`config.mk`:
```
export PLATFORM = sky130hd
export DESIGN_NAME = uart_infer_ctrl
export DESIGN_NICKNAME = d
export VERILOG_FILES = /design/src/rtl/uart_infer_ctrl.sv
export SDC_FILE = /design/constraint.sdc
export NUM_CORES = 1
export LEC_CHECK = 0
export CORE_MARGIN = 2
export CORE_UTILIZATION = 50
export CTS_CLUSTER_SIZE = 12
export DETAILED_ROUTE_END_ITERATION = 8
export HOLD_SLACK_MARGIN = 0.08
export MAX_ROUTING_LAYER = met4
export PLACE_DENSITY = 0.79
export SYNTH_ARGS = -nofsm -noshare
export SYNTH_HDL_FRONTEND = slang
export SYNTH_SLANG_ARGS = --single-unit
```
`constraint.sdc`:
```
create_clock -name clk -period 2.8 [get_ports clk]
set_input_delay 0.7 -clock clk [delete_from_list [all_inputs] [get_ports clk]]
set_output_delay 0.7 -clock clk [all_outputs]
set_load 0.02 [all_outputs]
```
`src/rtl/uart_infer_ctrl.sv`:
```
// uart_infer_ctrl
// ---------------
// Frame sequencer between a UART receiver/transmitter and a network
// processor. It collects FRAME_LEN bytes from uart_rx into the processor's
// external memory, pulses net_start, waits for net_done, returns one ASCII
// result byte through uart_tx and goes back to idle.
//
// Optional feature macro: UART_IC_TIMEOUT_EN
//   defined   -> a frame stalled for TIMEOUT_CYC cycles without a byte is
//                aborted and counted as an error.
//   undefined -> LOAD waits forever; err_cnt counts overruns only.
//
// Ports
//   clk          in   clock, everything on posedge
//   rst          in   synchronous active-high reset
//   rx_ready     in   level from uart_rx, rising edge = rx_data valid
//   rx_data      in   [7:0] received byte
//   mem_rst      out  one-cycle pulse, resets the network's write address
//   mem_we       out  one-cycle write strobe
//   mem_wdata    out  [7:0] byte to write (valid with mem_we)
//   net_start    out  one-cycle start pulse
//   net_done     in   level from the network, rising edge = net_idx valid
//   net_idx      in   [IDX_W-1:0] argmax index
//   tx_rq        out  one-cycle transmit request
//   tx_data      out  [7:0] byte to transmit (RESP_BASE + net_idx)
//   tx_busy      in   transmitter busy
//   last_result  out  [IDX_W-1:0] last index received
//   err_cnt      out  [7:0] saturating error counter
//   busy         out  high whenever the previous state was not IDLE
module uart_infer_ctrl #(
  parameter int         FRAME_LEN   = 784,
  parameter int         IDX_W       = 4,
  parameter logic [7:0] RESP_BASE   = 8'h30,
  parameter int         TIMEOUT_CYC = 1_000_000
) (
  input  logic             clk,
  input  logic             rst,
  input  logic             rx_ready,
  input  logic [7:0]       rx_data,
  output logic             mem_rst,
  output logic             mem_we,
  output logic [7:0]       mem_wdata,
  output logic             net_start,
  input  logic             net_done,
  input  logic [IDX_W-1:0] net_idx,
  output logic             tx_rq,
  output logic [7:0]       tx_data,
  input  logic             tx_busy,
  output logic [IDX_W-1:0] last_result,
  output logic [7:0]       err_cnt,
  output logic             busy
);

  localparam int CNT_W = $clog2(FRAME_LEN + 1);
  localparam logic [CNT_W-1:0] CNT_LAST = CNT_W'(FRAME_LEN);

  typedef enum logic [1:0] {S_IDLE, S_LOAD, S_RUN, S_SEND} state_t;

  state_t           state_q, state_d;
  logic [CNT_W-1:0] cnt_q, cnt_d;
  logic             rx_old_q, done_old_q;
  logic             mem_rst_q, wr_pend_q, mem_we_q;
  logic [7:0]       wr_data_q, mem_wdata_q;
  logic             start_p1_q, start_p2_q, net_start_q;
  logic             tx_rq_q, busy_q;
  logic [7:0]       tx_data_q, err_cnt_q;
  logic [IDX_W-1:0] last_result_q;

  logic       rx_edge, done_edge;
  logic       first_byte, byte_accept, frame_full, done_cap, tx_fire, err_inc;
  logic [7:0] idx_ext;

  assign rx_edge   = rx_ready & ~rx_old_q;
  assign done_edge = net_done & ~done_old_q;
  assign idx_ext   = 8'(net_idx);

`ifdef UART_IC_TIMEOUT_EN
  localparam int TO_W = (TIMEOUT_CYC > 1) ? $clog2(TIMEOUT_CYC) : 1;
  localparam logic [TO_W-1:0] TO_LAST = TO_W'(TIMEOUT_CYC - 1);
  logic [TO_W-1:0] idle_q, idle_d;
`endif

  always_comb begin
    state_d     = state_q;
    cnt_d       = cnt_q;
    first_byte  = 1'b0;
    byte_accept = 1'b0;
    frame_full  = 1'b0;
    done_cap    = 1'b0;
    tx_fire     = 1'b0;
    err_inc     = 1'b0;
`ifdef UART_IC_TIMEOUT_EN
    idle_d      = '0;
`endif
    case (state_q)
      S_IDLE: begin
        // FRAME_LEN >= 2, so the first byte can never complete a frame.
        if (rx_edge) begin
          byte_accept = 1'b1;
          first_byte  = 1'b1;
          cnt_d       = CNT_W'(1);
          state_d     = S_LOAD;
        end
      end
      S_LOAD: begin
        if (rx_edge) begin
          byte_accept = 1'b1;
          cnt_d       = cnt_q + 1'b1;
          if (cnt_d == CNT_LAST) begin
            frame_full = 1'b1;
            state_d    = S_RUN;
          end
        end
`ifdef UART_IC_TIMEOUT_EN
        else if (idle_q == TO_LAST) begin
          // Stalled frame: drop it, nothing has been started yet.
          err_inc = 1'b1;
          cnt_d   = '0;
          state_d = S_IDLE;
        end else begin
          idle_d = idle_q + 1'b1;
        end
`endif
      end
      S_RUN: begin
        if (done_edge) begin
          done_cap = 1'b1;
          state_d  = S_SEND;
        end
        if (rx_edge) err_inc = 1'b1;
      end
      S_SEND: begin
        if (!tx_busy) begin
          tx_fire = 1'b1;
          cnt_d   = '0;
          state_d = S_IDLE;
        end
        if (rx_edge) err_inc = 1'b1;
      end
      default: state_d = S_IDLE;
    endcase
  end

  always_ff @(posedge clk) begin
    if (rst) begin
      state_q       <= S_IDLE;
      cnt_q         <= '0;
      rx_old_q      <= 1'b1;  // a level already high at release is not a byte
      done_old_q    <= 1'b0;
      mem_rst_q     <= 1'b0;
      wr_pend_q     <= 1'b0;
      wr_data_q     <= 8'h00;
      mem_we_q      <= 1'b0;
      mem_wdata_q   <= 8'h00;
      start_p1_q    <= 1'b0;
      start_p2_q    <= 1'b0;
      net_start_q   <= 1'b0;
      tx_rq_q       <= 1'b0;
      tx_data_q     <= 8'h00;
      last_result_q <= '1;
      err_cnt_q     <= 8'h00;
      busy_q        <= 1'b0;
`ifdef UART_IC_TIMEOUT_EN
      idle_q        <= '0;
`endif
    end else begin
      state_q     <= state_d;
      cnt_q       <= cnt_d;
      rx_old_q    <= rx_ready;
      done_old_q  <= net_done;
      mem_rst_q   <= first_byte;
      // One staging register puts the write two cycles after the edge.
      wr_pend_q   <= byte_accept;
      if (byte_accept) wr_data_q <= rx_data;
      mem_we_q    <= wr_pend_q;
      if (wr_pend_q) mem_wdata_q <= wr_data_q;
      // Start lands one cycle after the last write.
      start_p1_q  <= frame_full;
      start_p2_q  <= start_p1_q;
      net_start_q <= start_p2_q;
      tx_rq_q     <= tx_fire;
      if (done_cap) begin
        last_result_q <= net_idx;
        tx_data_q     <= RESP_BASE + idx_ext;
      end
      if (err_inc && (err_cnt_q != 8'hFF)) err_cnt_q <= err_cnt_q + 8'd1;
      busy_q      <= (state_q != S_IDLE);
`ifdef UART_IC_TIMEOUT_EN
      idle_q      <= idle_d;
`endif
    end
  end

  assign mem_rst     = mem_rst_q;
  assign mem_we      = mem_we_q;
  assign mem_wdata   = mem_wdata_q;
  assign net_start   = net_start_q;
  assign tx_rq       = tx_rq_q;
  assign tx_data     = tx_data_q;
  assign last_result = last_result_q;
  assign err_cnt     = err_cnt_q;
  assign busy        = busy_q;

endmodule
```
== After elaboration in Yosys (flattened, before gate mapping) ==
Cells that the tools add are included.

* $add $sub $neg: 3
* Mux-type cells: 17
* Reductions and logical operators: 11
* Equality and inequality tests: 10
* Bitwise gates (word level): 8

{| class="wikitable"
|+ Operators by type and width
! operator !! number
|-
| $mux W10 || 3
|-
| $pmux W10 S3 || 1
|-
| $add A10 B1 Y10 const B || 1
|-
| $eq A10 B10 Y1 const B || 1
|-
| $mux W2 || 5
|-
| $ne A2 B2 Y1 const B || 5
|-
| $add A8 B1 Y8 const B || 1
|-
| $ne A8 B8 Y1 const B || 1
|-
| $pmux W2 S4 || 1
|-
| $reduce_or A2 Y1 || 4
|-
| $add A6 B4 Y7 const A || 1
|-
| $mux W1 || 7
|-
| $not A1 Y1 || 6
|-
| $reduce_and A5 Y1 || 1
|-
| $eq A2 B2 Y1 const B || 2
|-
| $reduce_and A4 Y1 || 1
|-
| $reduce_bool A3 Y1 || 1
|-
| $reduce_or A3 Y1 || 1
|-
| $and A1 B1 Y1 || 2
|-
| $eq A2 B1 Y1 const B || 1
|-
| $logic_not A2 Y1 || 1
|-
| $reduce_bool A2 Y1 || 1
|-
| $logic_and A1 B1 Y1 || 1
|}

* Logic and storage cells: 66
* Output and inout bits: 33
* Flip-flop bits (word level): 58

== Longest topological paths before layout ==
Gate-level depths: netlist (run 1).

* Depth in word-level cells: 5
* Depth in mapped cells: 9

== Least setup slack after synthesis (run 1) ==
Ideal clock, no wire load.

* Path type: input to register
* Start: in tx_busy
* End: reg cnt_q[9]
* Path buffers: 0
* Data arrival time: 1939 ps
* Stages: 4
* Data required time: 2730 ps
* Setup slack: 791 ps
* Library setup time: 70 ps
* Path through: and2_1 > or4b_1 > or4_1 > a21oi_1

* Longest elaborated chain between the ends: 2

{| class="wikitable"
|+ Ends and longest elaborated chain
! what !! RTL line !! text
|-
| from (decl) || 48 || <nowiki>input logic tx_busy,</nowiki>
|-
| $ne A2 B2 Y1 (no source line) || - ||
|-
| $reduce_and A4 Y1 (no source line) || - ||
|-
| to (signal assigned) || 168 || <nowiki>cnt_q <= cnt_d;</nowiki>
|-
| to (decl) || 60 || <nowiki>logic [CNT_W-1:0] cnt_q, cnt_d;</nowiki>
|}

No other way between the ends.
A chain may end at the register's enable or synchronous reset.

== Worst setup path in the final report (run 1) ==
* Start: reg state_q[1]
* End: reg state_q[1]

* Longest elaborated chain between the ends: 3

{| class="wikitable"
|+ Ends and longest elaborated chain
! what !! RTL line !! text
|-
| from (decl) || 59 || <nowiki>state_t state_q, state_d;</nowiki>
|-
| from (signal assigned) || 167 || <nowiki>state_q <= state_d;</nowiki>
|-
| $eq A2 B1 Y1, or another cell as far along || 95 || <nowiki>case (state_q)</nowiki>
|-
| $ne A2 B2 Y1 (no source line) || - ||
|-
| $reduce_and A5 Y1 (no source line) || - ||
|}

Several ways; a longest one is shown, not always the timed one.

==> results of run 1 <==
## cell usage after synthesis (all sizes together) (2+ instances only)
library cell and n:
dfxtp 55, clkbuf 11, mux2i 9, nor2b 8
nand2 43, o21ai 6, nor3 4, nor2 30
and2 2, a21oi 29, nor4 3, or2 5
inv 5, and3 4, o311ai 2, ha 7
nand4 7, nand3 5, xor2 6, nand2b 3
buf 4, and4b 2
## worst max-delay path: stages (launching register included)
cell and delay, ns:
dfxtp_1 0.43, inv_1 0.09, ha_1 0.39, or2_1 0.37, a221o_1 0.36, o311ai_0 0.42
o31ai_1 0.13
## final cells by class
class | instances | area, sq um
flip-flops and latches | 55 | 1101
clock buffers | 5 | 68.82
fillers | 379 | 1504
multi-input cells | 196 | 1145
well taps | 52 | 65.06
clock inverters | 3 | 23.77
inverters | 5 | 18.77
repair buffers | 50 | 488.0
## through the flow
stage / instance area [sq um] / cells
after global routing: 2910 / 366
after global placement: 2818 / 358
after detailed placement: 2818 / 358
after floorplan: 2341 / 271
final: 2910 / 366
after CTS: 2910 / 366
## cell usage in the layout, fill, tap and decap left out, types with 2 or more instances in the layout
master           instances
dfxtp_1                 55
clkdlybuf4s50_1         46
nand2_1                 43
nor2_1                  30
a21oi_1                 29
mux2i_1                  9
nor2b_1                  8
nand4_1                  7
ha_1                     7
xor2_1                   6
o21ai_0                  6
inv_1                    5
nand3_1                  5
clkbuf_8                 5
and3_1                   4
nor3_1                   4
or2_2                    3
nor4_1                   3
buf_4                    3
nand2b_1                 2
and2_1                   2
and4b_1                  2
o311ai_0                 2
conb_1                   2
## final timing paths
check             start    endpoint  cells after the start  slack (ns)
max reg2reg  state_q[1]  state_q[1]                      6        0.50
min          start_p2_q   net_start                      1        0.45
min reg2reg  start_p2_q   net_start                      1        0.45
max          state_q[1]  state_q[1]                      6        0.50
## flip-flops by register name (all words and copies together), names as in the netlist
signal	cells
last_result	4
rx_old_q	1
err_cnt	8
cnt_q	10
mem_rst	1
state_q	2
start_p1_q	1
net_start	1
wr_pend_q	1
done_old_q	1
tx_rq	1
mem_we	1
busy	1
tx_data	5
wr_data_q	8
start_p2_q	1
mem_wdata	8
## power groups by stage
stage	Clock (W)	Combinational [W]	Sequential (W)
finish	0.000447	0.000348	0.000845
global route	0.000482	0.000389	0.000848
CTS	0.000456	0.000346	0.000845
detailed placement	0	0.000345	0.000862
global placement	0	0.000335	0.000861
floorplan	0	0.000242	0.000867
## kinds of logic after synthesis
family                   count (synthesis)  synth area share
AO/OA/AOI/OAI                           49            0.1296
XOR/XNOR                                 7           0.02623
adder cells (fa/ha/maj)                  7           0.03747
buffers and inverters                   20           0.04068
flip-flops                              55            0.4711
multiplexers                             9           0.03855
other                                    1          0.001604
AND/OR/NAND/NOR                        122            0.2548
## routing by layer
metal  track usage  vias to the layer above  routed length, um
met4       0.08848                        0                 72
li1              -                     1007                  -
met3       0.03472                        7                252
met1        0.2552                      893               2296
met5             -                        -                  0
met2        0.3089                       49               2259
==> flow_summary.toml, run 1 <==
[floorplan]
num_rows = 24
die_y_um = 72.37
coreArea_sq_um = 4414
die_w_um = 72.37
start_util = 0.5295
dieArea_sq_um = 5237
ioPinCount = 50

[timing]
final_hold_viol_count = 0
clock_skew_ns = 0.006661
worstMarginPinSlew_ns = 0.6453
max_freq_mhz = 434.6
setup_tns_ns = 0
slew_headroom = 0.5698
maxSlewViolCount = 0
setup_viol = 0
fin_crit_sh = 0.8218
hold_ws_ns = 0.4477
timing.final.crit_period_ns = 2.301
rsz0062_at_grt = "false"
layout_setup_ws_ns = 0.4990

[finish]
final_layout_size_suffix_gt1_frac = 0.05732
syn_to_final_growth_pct = 24.52
final_util = 0.6593
finalNetCount = 337
antenna_cells = 0

[detailed_routing]
first_pass_iters = 4
ant_nets = 0
num_vias = 1956
post_drt_wl_per_cell_um = 13.33
drt_iter0_drc = 109
via_per_inst = 5.344
routed_wl_mm = 4.880
drc = 0

[power]
p_comb_frac = 0.212
power_leakage_nw = 1.027
p_sw_frac = 0.3011
p_clk_frac = 0.272
p_sw_w = 0.0004938
irDropWorstVdd_mv = 0.3646
total_power_w = 0.001640
p_seq_frac = 0.515
p_int_w = 0.001146
power_density_nw_per_um2 = 563.6

[worst_setup_path]
cp.required_ns = 2.99
critPathMaxFanout = 18
critPathKind = "flip-flop to flip-flop"
critPathLaunchType = "flip-flop"
arrival_ns = 2.49
cp-end-kind = "flip-flop"

[yosys]
yosysTopAreaCellShare = 0.4711
seq_area_frac_synth = 0.4711
yosysWarnings = 0
async_flop_share = 0
syn_avg_cell_area_sq_um = 8.656
syn_area_sq_um = 2337
synth_area_leaders = "dfxtp_1, nand2_1, a21oi_1"
synth_largest_area_cell = "dfxtp_1"
ys.flop_type = "dfxtp_1"
postSynthCellCount = 270
yosys.cell_types.count = 47
synth_edf_count = 0
synth.ff_latch_count = 55

[clocking]
clkTransAtPathRegs_ns = 0.10
cts_tree = "yes"
cts_buffers = 5
post_cts_resized = 0
cts.htree.levels = 2
clkSinkCount = 55
insertion_delay_ns = 0.31
root_buffer = "clkbuf_8"
post-cts-setup-buffers = 0
clk_path_buf_depth = 2
cts_hold_buf = 0

[outcome]
status = "finished, final reports clean"

[global_routing]
grt-ovfl-total = 0
grt_pass1_vias = 1842
antenna_found_initial = 0
grt_max_degree = 37
grt_pass1_wl_mm = 8.052
grt_usage = 0.1990

[placed_design]
globalplace.congestion = 0.8756
dp_slack_ns = 0.1965
port_buffers = 47
dp_hpwl_mm = 3.363

[run]
cap_violations = 0

[hold_path]
hp-class = "flip-flop to flip-flop"
(Power assumes the default switching activity.)
==> run 2, diff against run 1 <==
==> constraint.sdc (replaced) <==
create_clock -name clk -period 2.2 [get_ports clk]
set_input_delay 0.55 -clock clk [delete_from_list [all_inputs] [get_ports clk]]
set_output_delay 0.55 -clock clk [all_outputs]
set_load 0.02 [all_outputs]
==> flow_summary.toml, run 2 (synthesized netlist as in run 1, its figures left out) <==
[outcome]
status = "finished, final reports clean"

[finish]
design_area_sq_um = 2982
antenna_cells = 0
layout_commonest_cell = "dfxtp_1"
mostFrequentLayoutCells = "dfxtp_1, clkdlybuf4s50_1, nand2_1"
syn_to_final_growth_pct = 27.57
finalNetCount = 344
largest_reg_flops = 10
max_flop_register = "cnt_q"
fillers = 359
final_layout_size_suffix_gt1_frac = 0.07477

[placed_design]
globalplace.congestion = 0.9138
dp_slack_ns = -0.1245
port_buffers = 47
placed_area_sq_um = 2870
dp_hpwl_mm = 3.439

[detailed_routing]
routed_wl_mm = 4.910
first_pass_iters = 4
drt_iter0_drc = 104
post_drt_wl_per_cell_um = 13.16
via_per_inst = 5.284
drc = 0
ant_nets = 0
num_vias = 1971

[timing]
clock_skew_ns = 0.005315
slew_headroom = 0.6495
fin_crit_sh = 0.9201
maxSlewViolCount = 0
timing.final.crit_period_ns = 2.024
max_freq_mhz = 494.0
final_hold_viol_count = 0
layout_setup_ws_ns = 0.1758
setup_viol = 0
rsz0062_at_grt = "false"
worstMarginPinSlew_ns = 0.5250

[hold_path]
hp-class = "flip-flop to flip-flop"

[worst_setup_path]
crit_family = "compound AO/OA/AOI/OAI gates"
r2r_slack_ns = 0.18
critPathKind = "flip-flop to flip-flop"
critPathLaunchType = "flip-flop"
critPathMaxFanout = 5
cp_slowest_stage_delay_ns = 0.43
rr_endpoint = "state_q[0]"
cp_num_buf_inv = 1
cp_num_cells = 6
cp.required_ns = 2.41
arrival_ns = 2.23
startpoint = "state_q[1]"
path_cells = "inv_1 -> ha_1 -> or2_1 -> a221o_1 -> or2_0 -> o41ai_1"
cp-end-kind = "flip-flop"
r2r-start = "state_q[1]"
worst_path_max_delay_cell = "dfxtp_1"
critPathCapture = "state_q[0]"
rr_worst_depth = 6

[clocking]
cts_buffers = 5
cts.htree.levels = 2
clkSinkCount = 55
insertion_delay_ns = 0.30
root_buffer = "clkbuf_8"
clk_path_buf_depth = 2
post_cts_resized = 0
cts_hold_buf = 0
post-cts-setup-buffers = 0
clkTransAtPathRegs_ns = 0.10
cts_tree = "yes"

[run]
cap_violations = 0

[floorplan]
die_w_um = 72.37
start_util = 0.5295
num_rows = 24
die_y_um = 72.37
dieArea_sq_um = 5237
coreArea_sq_um = 4414
ioPinCount = 50

[global_routing]
grt_pass1_wl_mm = 8.211
grt-ovfl-total = 0
grt_usage = 0.2031
grt_max_degree = 24
antenna_found_initial = 0
grt_pass1_vias = 1832

[power]
power_density_nw_per_um2 = 743.1
irDropWorstVdd_mv = 0.3948
power_leakage_nw = 1.070
==> run 2: per-layer routing <==
metal | wire length [um] | part of all wire | GRT usage | vias to the layer above
li1 | - | - | - | 1018
met1 | 2388 | 0.49 | 0.2600 | 894
met2 | 2221 | 0.45 | 0.3262 | 55
met3 | 250 | 0.051 | 0.03611 | 4
met4 | 49 | 0.010 | 0.06790 | 0
met5 | 0 | 0 | - | -
==> run 2: layout make-up <==
class / instances / area [sq um] / area share
multi-input combinational: 196 / 1145 / 0.3840
sequential: 55 / 1101 / 0.3693
clock buffer: 6 / 72.57 / 0.02434
timing repair buffer: 57 / 540.5 / 0.1813
tap: 52 / 65.06 / 0.02182
clock inverter: 2 / 38.79 / 0.01301
inverter: 5 / 18.77 / 0.006295
==> run 2: worst min-delay path by stage <==
stage	startpoint	to	slack (ns)	cells past startpoint
3_3_place_gp	start_p2_q	net_start	0.42	1
6_report	start_p2_q	net_start	0.45	1
5_1_grt	start_p1_q	start_p2_q	0.45	1
2_1_floorplan	start_p2_q	net_start	0.41	1
3_5_place_dp	start_p2_q	net_start	0.44	1
4_1_cts	start_p1_q	start_p2_q	0.45	1
==> run 2: where the power goes <==
part | switching (W) | internal [W]
clock network | 0.000330 | 0.000344
registers | 0.0000385 | 0.00104
logic | 0.000254 | 0.000211
==> run 2: per-stage QoR <==
step	hold slack (ns)	util	power, W	std cells	setup TNS, ns
after floorplan	0.4138	-	0.001411	271	0
after global placement	0.4203	0.6502	0.001549	365	-0.2879
after detailed placement	0.4352	0.6502	0.001564	365	-0.5630
after CTS	0.4503	0.6755	0.002228	373	0
after global routing	0.4532	0.6755	0.002323	373	0
final	0.4494	0.6755	0.002216	373	0
==> run 3, diff against run 2 <==
--- a/config.mk
+++ b/config.mk
@@ -12,6 +12,7 @@
 export HOLD_SLACK_MARGIN = 0.08
 export MAX_ROUTING_LAYER = met4
 export PLACE_DENSITY = 0.79
+export SLEW_MARGIN = 30
 export SYNTH_ARGS = -nofsm -noshare
 export SYNTH_HDL_FRONTEND = slang
 export SYNTH_SLANG_ARGS = --single-unit
==> results of run 3 <==
Same layout as run 2: the final DEF is identical, and so are final timing and power.
==> RTL edit (config.mk and constraints of run 3) <==
Add a define of `UART_IC_TIMEOUT_EN`.
--- a/src/rtl/uart_infer_ctrl.sv
+++ b/src/rtl/uart_infer_ctrl.sv
@@ -28,4 +28,6 @@
 //   err_cnt      out  [7:0] saturating error counter
 //   busy         out  high whenever the previous state was not IDLE
+`define UART_IC_TIMEOUT_EN
+
 module uart_infer_ctrl #(
   parameter int         FRAME_LEN   = 784,
Check against the original RTL: no difference found for any inputs over 10 cycles, from zero or initial values and one cycle with rst high; that may be too few to reach the edited logic, so the function may still have changed.
==> RTL edit against run 3 <==
Synthesized area rose by 34%. Routed wire length increased by 33%. First-iteration DRC count up 4.8%. Synthesized cell count grew 35%. Sequential power increased by 29%. Utilization rose by 0.98 points. Worst setup slack lost 0.13 ns. Total power rose by 31%. Final area is 38% higher. Sequential cell count grew 20.
==> RTL edit: results (changes against run 3) <==
register area share after synthesis: 47.81% (+0.70 points)
Post-layout nets: 447 (+30%)
Non-Filler Instances: 507 (+36%)
invs w/o clock: 7 (+2)
worst slack at placement: -0.1695 ns (-0.04502 ns)
Synth Register Bits: 75 (+36%)
Clock-cell share: 6.431% (+2.7 points)
Sw Ratio: 20.53% (-7.5 points)
non-clock buffer count in the final layout: 69 (+21%)
top cells by count, synth: 75 x dfxtp_1, 57 x nor2_1, 45 x nand2_1, 28 x a21oi_1, 17 x nand3_1
Clock transition at path regs: 0.08 ns (-0.02 ns)
vias in the first global route: 2,517 (+37%)
critical path's top delay family: simple AND/OR/NAND/NOR gates
Pleak: 1.423 nW (+33%)
HPWL after detailed placement: 4343 um (+26%)
Filler cells: 459 (+28%)
largest net degree at the start of global routing: 59 (+150%)
P_comb: 0.149 mW (-68%)
Data buffer area share: 15.67% (-2.5 points)
synth top area cells: dfxtp_1 48%, nor2_1 6.8%, nand2_1 5.4%, a21oi_1 4.5%, xnor2_1 3.3%
Final GP Congestion: 0.8221 (-10%)
sequential share of power: 48.0% (-0.6 points)
syn_area_per_cell: 8.604 um^2 (-0.60%)
WL met2: 3057 um (+38%)
pwr/cell area: 708.0 mW/mm^2 (-4.7%)
met2 Use GR: 32.18% (-0.44 points)
clock insertion delay at the later pin of the skew report: 0.34 ns (+0.04 ns)
Iter 0 DRT Violations: 109 (+4.8%)
crit-path max FO: 4 (-1)
outcome: completed
count of cell types in the netlist: 50 (+6.4%)
Vias/cell: 5.337 (+1.0%)
peak supply drop: 0.5309 mV (+34%)
Post-Route M1 WL: 3127 um (+31%)
TritonCTS Buffers: 9 (+4)
Wirelength per Cell: 12.87 um (-2.2%)
Placed Cells: 491 (+35%)
met1 Track Usage GR: 24.19% (-1.8 points)
Multi-input gate area: 0.001574 mm^2 (+37%)
#MultiIn Comb: 265 (+35%)
ratio of cells with drive above 1 in the final layout: 14.12% (+6.6 points)
met3 usage: 4.970% (+1.4 points)
CP max-delay cell: or4b_4
-- RTL edit: cells by family after synthesis --
| group | synth area share [%] |
|---|---|
| muxes | 3.227 |
| DFF | 47.81 |
| xor gates and xnor gates | 5.299 |
| adders and majority gates | 1.195 |
| AOI/OAI and AO/OA | 11.32 |
| and+or+nand+nor | 27.33 |
| other | 0.1194 |
| buffers and inverters | 3.705 |
-- RTL edit: final timing paths --
kind / from / to / slack, ns / depth (start not counted)
setup / recovery: idle_q[6] / err_cnt[5] / 0.05 / 6
hold / removal: start_p1_q / start_p2_q / 0.44 / 1
setup reg to reg: idle_q[6] / err_cnt[5] / 0.05 / 6
hold reg to reg: start_p1_q / start_p2_q / 0.44 / 1
-- RTL edit: metrics by stage --
stage	TNS [ns]	area [um^2]	hold slack [ns]
6_report	0	4105	0.4404
5_1_grt	-0.1306	4105	0.4697
4_1_cts	0	4055	0.4395
3_5_place_dp	-1.456	3791	0.4226
3_3_place_gp	-0.7273	3791	0.4203
2_1_floorplan	0	3144	0.4138
